`src/rtl/cache_pkg.sv`:
```
// Shared cache constants and the fill-engine state encoding, reused by the
// cache RAM and the read-side tag logic.
package cache_pkg;

    localparam int LINE_WORDS    = 32;
    localparam int OFFSET_BITS   = 5;
    localparam int NUM_BANKS     = 4;
    localparam int BANK_SEL_BITS = 2;

    localparam logic [OFFSET_BITS-1:0] LAST_OFFSET = OFFSET_BITS'(LINE_WORDS - 1);

    typedef enum logic [1:0] {
        FILL_IDLE  = 2'd0,
        FILL_FETCH = 2'd1,
        FILL_FLUSH = 2'd2,
        FILL_DONE  = 2'd3
    } fill_state_e;

endpackage

```
`src/rtl/cache_fill_ctrl_if.sv`:
```
// External SRAM read handshake plus cache RAM bank write port, as seen by the
// line-fill engine (master) and by the SRAM/RAM side (slave).
interface cache_fill_ctrl_if
    import cache_pkg::*;
#(
    parameter int data_width       = 8,
    parameter int ext_address_bits = 19
);

    logic                        sram_rd_o;
    logic [ext_address_bits-1:0] sram_addr_o;
    logic [data_width-1:0]       sram_data_i;
    logic                        sram_ack_i;

    logic [BANK_SEL_BITS-1:0]    bank_select_o;
    logic                        bank_enable_o;
    logic [OFFSET_BITS-1:0]      write_address_o;
    logic [data_width-1:0]       write_data_o;

    modport master (
        output sram_rd_o, sram_addr_o,
        input  sram_data_i, sram_ack_i,
        output bank_select_o, bank_enable_o, write_address_o, write_data_o
    );

    modport slave (
        input  sram_rd_o, sram_addr_o,
        output sram_data_i, sram_ack_i,
        input  bank_select_o, bank_enable_o, write_address_o, write_data_o
    );

endinterface

```
`src/rtl/cache_fill_ctrl.sv`:
```
// Line-fill engine: fetches one 32-word line from external SRAM and writes it
// into the selected cache bank, tracking per-bank line validity.
module cache_fill_ctrl
    import cache_pkg::*;
#(
    parameter int data_width       = 8,
    parameter int ext_address_bits = 19
) (
    input  logic                                  clk_i,
    input  logic                                  reset_i,
    input  logic                                  fill_req_i,
    input  logic [ext_address_bits-OFFSET_BITS-1:0] fill_line_i,
    input  logic [BANK_SEL_BITS-1:0]              fill_bank_i,
    output logic                                  fill_ready_o,
    output logic                                  fill_done_o,
    output logic [NUM_BANKS-1:0]                  bank_valid_o,
    cache_fill_ctrl_if.master                     bus
);

    localparam int LINE_BITS = ext_address_bits - OFFSET_BITS;

    fill_state_e              state_q, state_d;
    logic                     sram_rd;
    logic                     accept, beat;

    logic [LINE_BITS-1:0]     line_q;
    logic [OFFSET_BITS-1:0]   offset_q;
    logic [BANK_SEL_BITS-1:0] bank_q;
    logic                     pending_q;
    logic [OFFSET_BITS-1:0]   waddr_q;
    logic [data_width-1:0]    wdata_q;
    logic [NUM_BANKS-1:0]     valid_q;

    assign accept = fill_req_i & fill_ready_o;
    assign beat   = sram_rd & bus.sram_ack_i;

    // NOTE: sequential state uses non-blocking assignments so every register
    // samples pre-edge values regardless of statement order.
    always_ff @(posedge clk_i or negedge reset_i) begin
        if (!reset_i) state_q <= FILL_IDLE;
        else          state_q <= state_d;
    end

    // NOTE: every output of this block gets a default first, so no path can
    // leave a signal unassigned and infer a latch.
    always_comb begin
        state_d      = state_q;
        fill_ready_o = 1'b0;
        fill_done_o  = 1'b0;
        sram_rd      = 1'b0;
        unique case (state_q)
            FILL_IDLE: begin
                fill_ready_o = 1'b1;
                if (fill_req_i) state_d = FILL_FETCH;
            end
            FILL_FETCH: begin
                sram_rd = 1'b1;
                if (bus.sram_ack_i && offset_q == LAST_OFFSET) state_d = FILL_FLUSH;
            end
            FILL_FLUSH: state_d = FILL_DONE;
            FILL_DONE: begin
                fill_done_o = 1'b1;
                state_d     = FILL_IDLE;
            end
            default: state_d = FILL_IDLE;
        endcase
    end

    always_ff @(posedge clk_i or negedge reset_i) begin
        if (!reset_i) begin
            line_q    <= '0;
            offset_q  <= '0;
            bank_q    <= '0;
            pending_q <= 1'b0;
            waddr_q   <= '0;
            wdata_q   <= '0;
            valid_q   <= '0;
        end else begin
            pending_q <= beat;
            if (accept) begin
                line_q               <= fill_line_i;
                bank_q               <= fill_bank_i;
                offset_q             <= '0;
                valid_q[fill_bank_i] <= 1'b0;
            end
            if (beat) begin
                waddr_q <= offset_q;
                wdata_q <= bus.sram_data_i;
                if (offset_q != LAST_OFFSET) offset_q <= offset_q + 1'b1;
            end
            // Set on the FLUSH->DONE edge so the flag rises together with fill_done_o.
            if (state_q == FILL_FLUSH) valid_q[bank_q] <= 1'b1;
        end
    end

    assign bus.sram_rd_o       = sram_rd;
    assign bus.sram_addr_o     = {line_q, offset_q};
    assign bus.bank_select_o   = bank_q;
    assign bus.bank_enable_o   = pending_q;
    assign bus.write_address_o = waddr_q;
    assign bus.write_data_o    = wdata_q;
    assign bank_valid_o        = valid_q;

endmodule

```
`src/flat_wrapper.sv`:
```
// flat-port wrapper written by rule: the top's interface ports become plain ports
module cache_fill_ctrl_flat import cache_pkg::*;
#(
    parameter int data_width       = 8,
    parameter int ext_address_bits = 19
)
  (clk_i, reset_i, fill_req_i, fill_line_i, fill_bank_i, fill_ready_o, fill_done_o, bank_valid_o, bus_sram_rd_o, bus_sram_addr_o, bus_sram_data_i, bus_sram_ack_i, bus_bank_select_o, bus_bank_enable_o, bus_write_address_o, bus_write_data_o);
  cache_fill_ctrl_if #(.data_width(data_width), .ext_address_bits(ext_address_bits)) bus_i ();
  input  logic clk_i;
  input  logic reset_i;
  input  logic fill_req_i;
  input  logic [ext_address_bits-OFFSET_BITS-1:0] fill_line_i;
  input  logic [BANK_SEL_BITS-1:0] fill_bank_i;
  output logic fill_ready_o;
  output logic fill_done_o;
  output logic [NUM_BANKS-1:0] bank_valid_o;
  output wire logic [$bits(bus_i.sram_rd_o)-1:0] bus_sram_rd_o;
  output wire logic [$bits(bus_i.sram_addr_o)-1:0] bus_sram_addr_o;
  input wire logic [$bits(bus_i.sram_data_i)-1:0] bus_sram_data_i;
  input wire logic [$bits(bus_i.sram_ack_i)-1:0] bus_sram_ack_i;
  output wire logic [$bits(bus_i.bank_select_o)-1:0] bus_bank_select_o;
  output wire logic [$bits(bus_i.bank_enable_o)-1:0] bus_bank_enable_o;
  output wire logic [$bits(bus_i.write_address_o)-1:0] bus_write_address_o;
  output wire logic [$bits(bus_i.write_data_o)-1:0] bus_write_data_o;
  assign bus_sram_rd_o = bus_i.sram_rd_o;
  assign bus_sram_addr_o = bus_i.sram_addr_o;
  assign bus_i.sram_data_i = bus_sram_data_i;
  assign bus_i.sram_ack_i = bus_sram_ack_i;
  assign bus_bank_select_o = bus_i.bank_select_o;
  assign bus_bank_enable_o = bus_i.bank_enable_o;
  assign bus_write_address_o = bus_i.write_address_o;
  assign bus_write_data_o = bus_i.write_data_o;
  cache_fill_ctrl #(.data_width(data_width), .ext_address_bits(ext_address_bits)) u_core (.clk_i(clk_i), .reset_i(reset_i), .fill_req_i(fill_req_i), .fill_line_i(fill_line_i), .fill_bank_i(fill_bank_i), .fill_ready_o(fill_ready_o), .fill_done_o(fill_done_o), .bank_valid_o(bank_valid_o), .bus(bus_i));
endmodule
```
`config.mk`:
```
export PLATFORM = sky130hd
export DESIGN_NAME = cache_fill_ctrl_flat
export DESIGN_NICKNAME = d
export VERILOG_FILES = /design/src/rtl/cache_pkg.sv /design/src/rtl/cache_fill_ctrl_if.sv /design/src/rtl/cache_fill_ctrl.sv /design/src/flat_wrapper.sv
export SDC_FILE = /design/constraint.sdc
export NUM_CORES = 1
export LEC_CHECK = 0
export CAP_MARGIN = 20
export CORE_UTILIZATION = 43
export DETAILED_ROUTE_END_ITERATION = 6
export PLACE_DENSITY = 0.8
export SYNTH_ARGS = -nofsm -noshare
export SYNTH_HDL_FRONTEND = slang
export SYNTH_SLANG_ARGS = --single-unit
export TNS_END_PERCENT = 5
```
`constraint.sdc`:
```
create_clock -name clk_i -period 2.39 [get_ports clk_i]
set_clock_uncertainty 0.2 [all_clocks]
set_input_delay 0.239 -clock clk_i [delete_from_list [all_inputs] [get_ports clk_i]]
set_output_delay 0.239 -clock clk_i [all_outputs]
set_load 0.005 [all_outputs]
```
# ---- Word level (Yosys, flattened, before mapping)
# Cells that the tools add are included.
dict set report word_totals {
  reg_bits 41
  inputBits 28
  out_inout_bits 42
  wordCells 45
}
dict set report classes {
  addsub 1
  magnitude_cmp 4
  n_eq_ne 7
  mux 15
  bitwise 5
  n_reduce_logical 5
}
# operator count
set op_table {}
lappend op_table {{$mux 5} 3}
lappend op_table {{$mux 4} 2}
lappend op_table {{$pmux 2 s4} 1}
lappend op_table {{$lt 2x3->1 const B} 2}
lappend op_table {{$add 5x1->5 const B} 1}
lappend op_table {{$eq 5x5->1 const B} 1}
lappend op_table {{$mux 1} 5}
lappend op_table {{$ne 5x5->1 const B} 1}
lappend op_table {{$and 4x4->4} 1}
lappend op_table {{$demux 1 s2} 2}
lappend op_table {{$eq 2x2->1 const B} 2}
lappend op_table {{$ge 2x1->1 const B} 2}
lappend op_table {{$mux 2} 2}
lappend op_table {{$not 4->4} 1}
lappend op_table {{$or 4x4->4} 1}
lappend op_table {{$logic_and 1x1->1} 3}
lappend op_table {{$and 1x1->1} 2}
lappend op_table {{$eq 2x1->1 const B} 1}
lappend op_table {{$logic_not 2->1} 1}
lappend op_table {{$ne 2x1->1 const B} 1}
lappend op_table {{$ne 2x2->1 const B} 1}
lappend op_table {{$reduce_and 2->1} 1}

# ---- Longest topological paths before layout
dict set report logic_depth {
  depth_word 9
  mapped_depth 7
  mapped_depth_nobuf 6
}

# ---- Least setup slack after synthesis
# No wires, ideal clock.
dict set report synth_timing {
  path_type {register to register}
  startpoint {reg u_core.offset_q[0]}
  endpoint {reg u_core.offset_q[3]}
  setup_time_ps 83
  t_arrival_ps 1684
  required_time_ps 2107
  setup_slack_ps 423
  path_stages_with_launch 7
  n_path_buf 0
  synth_period_minus_slack_ps 1967
  path_cell_list {dfrtp_1 ha_1 and3_1 ha_1 nand3b_2 or3_1 o21ai_0}
}
dict set report synth_via {
  elab_chain_cells 3
  elab_cells_between_ends 4
  cone_classes {add/sub (1); eq/ne (1); mux (2)}
}
# element line
set synth_lines {}
lappend synth_lines {{start, declared} cache_fill_ctrl.sv:27} ;# logic [OFFSET_BITS-1:0] offset_q;
lappend synth_lines {{start signal, assigned} cache_fill_ctrl.sv:89} ;# if (offset_q != LAST_OFFSET) offset_q <= offset_q + 1'b1;
lappend synth_lines {{$add 5x1->5 or $ne 5x5->1 (tied branches)} cache_fill_ctrl.sv:89}
lappend synth_lines {{$mux 5 *} cache_fill_ctrl.sv:89}
lappend synth_lines {{$mux 5 *} cache_fill_ctrl.sv:86} ;# if (beat) begin
# Mark *: on every way between the ends. The rest lies on a longest branch, timed or not.
# A chain may end at the register's enable or synchronous reset.

# ---- Worst setup path after layout
# Same ends and word-level chain as after synthesis.

==> results.py <==
metrics = {
    "status": {
        "outcome": "completed",
    },
    "logic_synthesis": {
        "yosysMostFrequentCell": "dfrtp_1",
        "avgSynthCellArea_um2": 14.09,
        "ys.flop_type": "dfrtp_1",
        "synthesis.nets": 159,
        "synth_edf_count": 0,
        "ys_warn_count": 0,
        "async_flop_share_pct": 100.0,
        "synth_area_leaders": "dfrtp_1, mux2_2, mux2_4",
        "synth_top_area_share_pct": 58.74,
        "yosys-top-cells-count": "dfrtp_1, mux2_2, o21ai_0, inv_1, mux2_4",
        "ys_seq_elements": 41,
        "synthDistinctLibCells": 24,
        "synth_area_leader_cell": "dfrtp_1",
        "seq_area_frac_synth_pct": 58.74,
        "syn_inst": 124,
        "syn_area_um2": 1747,
    },
    "layout": {
        "multi_input_area_um2": 650.6,
        "area.growth.synth_to_final_pct": 46.99,
        "final.fill_count": 260,
        "instances_no_fill": 247,
        "register_area_um2": 1026,
        "diodes": 0,
        "layout-drive-gt1-share_pct": 20.10,
        "layout.nets": 233,
    },
    "drt": {
        "ant_nets": 0,
        "drc": 0,
        "drtIter0Drc": 22,
        "drtPass1Iterations": 4,
        "vias_per_cell": 5.061,
        "via_count": 1250,
        "route.final.wire_length_um": 3446,
        "wire_per_inst_um": 13.95,
    },
    "critical_path": {
        "cp.required_ns": 2.39,
        "path_class": "flop to flop",
        "cp.arrival_ns": 2.13,
        "worstSetupStartpointType": "flop",
        "cp-end-kind": "flop",
        "worst-path-max-fanout": 8,
    },
    "global_routing": {
        "track_usage_pct": 17.27,
        "overflow": 0,
        "grt_util_met2_pct": 29.72,
        "grt_max_degree": 42,
        "antenna_found_initial": 0,
        "use_met3_pct": 7.465,
        "grtUsageMet1_pct": 18.84,
        "grt-busiest-layer": "met2",
        "grt_first_pass_wirelength_um": 5464,
        "grt_pass1_vias": 1257,
    },
    "placement": {
        "dp_hpwl_um": 2574,
        "portBuffers": 69,
        "dp.cells": 238,
        "gp_congestion": 0.7200,
    },
    "sta": {
        "tightest_slew_ns": 0.8594,
        "min_period_over_period_pct": 89.01,
        "setup_tns_ns": 0,
        "period_minus_slack_ns": 2.127,
        "maxSlewViolCount": 0,
        "fmax_mhz": 470.1,
        "hold_violations": 0,
        "relSlewSlack_pct": 42.71,
        "grt_setup_unrepaired": "no",
        "setup_viol": 0,
    },
    "clocking": {
        "cts_root_buf": "clkbuf_8",
        "cts_tree": "done",
        "clk_path_buf_depth": 2,
        "clkTransAtPathRegs_ns": 0.07,
        "cts.sinks": 41,
        "clk-insertion-delay-late_ns": 0.28,
        "post_cts_resize_count": 0,
        "hold_buffers": 1,
        "cts_buffers": 5,
        "post-cts-setup-buffer-count": 0,
        "ctsHtreeMaxLevel": 2,
    },
    "floorplan": {
        "die_y_um": 65.74,
        "rows": 22,
        "ios": 70,
        "die_w_um": 65.74,
        "coreArea_um2": 3771,
        "start_util_pct": 46.32,
        "die_area_um2": 4321,
    },
    "pwr": {
        "power_density_nw_per_um2": 1195,
        "ir_worst_vdd_mv": 0.6348,
        "p_leak_nw": 1.139,
    },
    "run": {
        "max_cap_violations": 0,
    },
    "worst_hold_path": {
        "min_path_type": "flop to flop",
    },
}
power breakdown:
group / switching, mW / total, mW / internal (mW)
combinational: 0.457 / 1.40 / 0.940
clock: 0.208 / 0.469 / 0.260
sequential: 0.194 / 1.20 / 1.01
total: 0.859 / 3.07 / 2.21
cell usage in the layout, fill, tap and decap left out, drive strengths merged, types with 2 or more instances in the layout:
cell / instances
o21ai: 12
nand2: 5
clkbuf: 7
nand2b: 2
mux2: 27
dfrtp: 41
clkdlybuf4s50: 68
nand3: 4
inv: 9
ha: 7
o31ai: 3
mux2i: 2
cell type report:
type / count / share of cell area, %
multi-input combinational: 71 / 25.34
clock inverter: 1 / 0.1949
timing repair buffer: 70 / 27.10
sequential: 41 / 39.96
inverter: 9 / 1.316
tap: 48 / 2.339
clock buffer: 7 / 3.752
metrics by stage:
step                power, mW  worst slack [ns]  area [um^2]  hold WS [ns]  util, %
floorplan               1.827            0.4232         1747       -0.2566        -
global placement        2.558            0.3887         2456        0.1990    65.13
detailed placement      2.617            0.2977         2456        0.1984    65.13
CTS                     3.111            0.2649         2567        0.3034    68.08
global route            3.270            0.1883         2567        0.3222    68.08
finish                  3.067            0.2628         2567        0.2915    68.08
critical path: stages, from the launching register on:
cell and delay, ns:
dfrtp_1 0.44, ha_1 0.26, and3_1 0.22, ha_1 0.17
nand3b_2 0.29, or3_1 0.38, o21ai_0 0.09
path summary, 6_finish.rpt:
check | from | end | slack [ns] | cells after the start
worst max-delay path | u_core.offset_q[0] | u_core.offset_q[3] | 0.26 | 6
min in group asynchronous | reset_i | u_core.bank_valid_o[1] | 0.41 | 2
worst min-delay path | u_core.bus.write_address_o[3] | u_core.bus.write_address_o[3] | 0.29 | 2
worst max register to register | u_core.offset_q[0] | u_core.offset_q[3] | 0.26 | 6
max in group asynchronous | reset_i | u_core.offset_q[1] | 1.04 | 2
worst min register to register | u_core.bus.write_address_o[3] | u_core.bus.write_address_o[3] | 0.29 | 2
logic make-up (layout without fill, tap and decap cells):
family / after synthesis / in the layout / synth area share (%)
flops: 41 / 41 / 58.74
fa+ha+maj: 7 / 7 / 5.014
simple gates: 15 / 15 / 4.943
buf+inv: 12 / 87 / 4.011
mux: 29 / 29 / 20.27
compound gates: 20 / 20 / 7.020
sequential cells by signal, indices dropped and copies added (netlist names):
register	flops
u_core.bank_valid_o	4
u_core.bus.bank_enable_o	1
u_core.bus.bank_select_o	2
u_core.bus.write_address_o	5
u_core.bus.write_data_o	8
u_core.line_q	14
u_core.offset_q	5
u_core.state_q	2
metal layers:
layer,part of all wire (%),vias up
met5,0,-
met4,1.2,0
met3,9.2,4
met2,47,57
met1,43,610
li1,-,579
(Power assumes the default switching activity.)
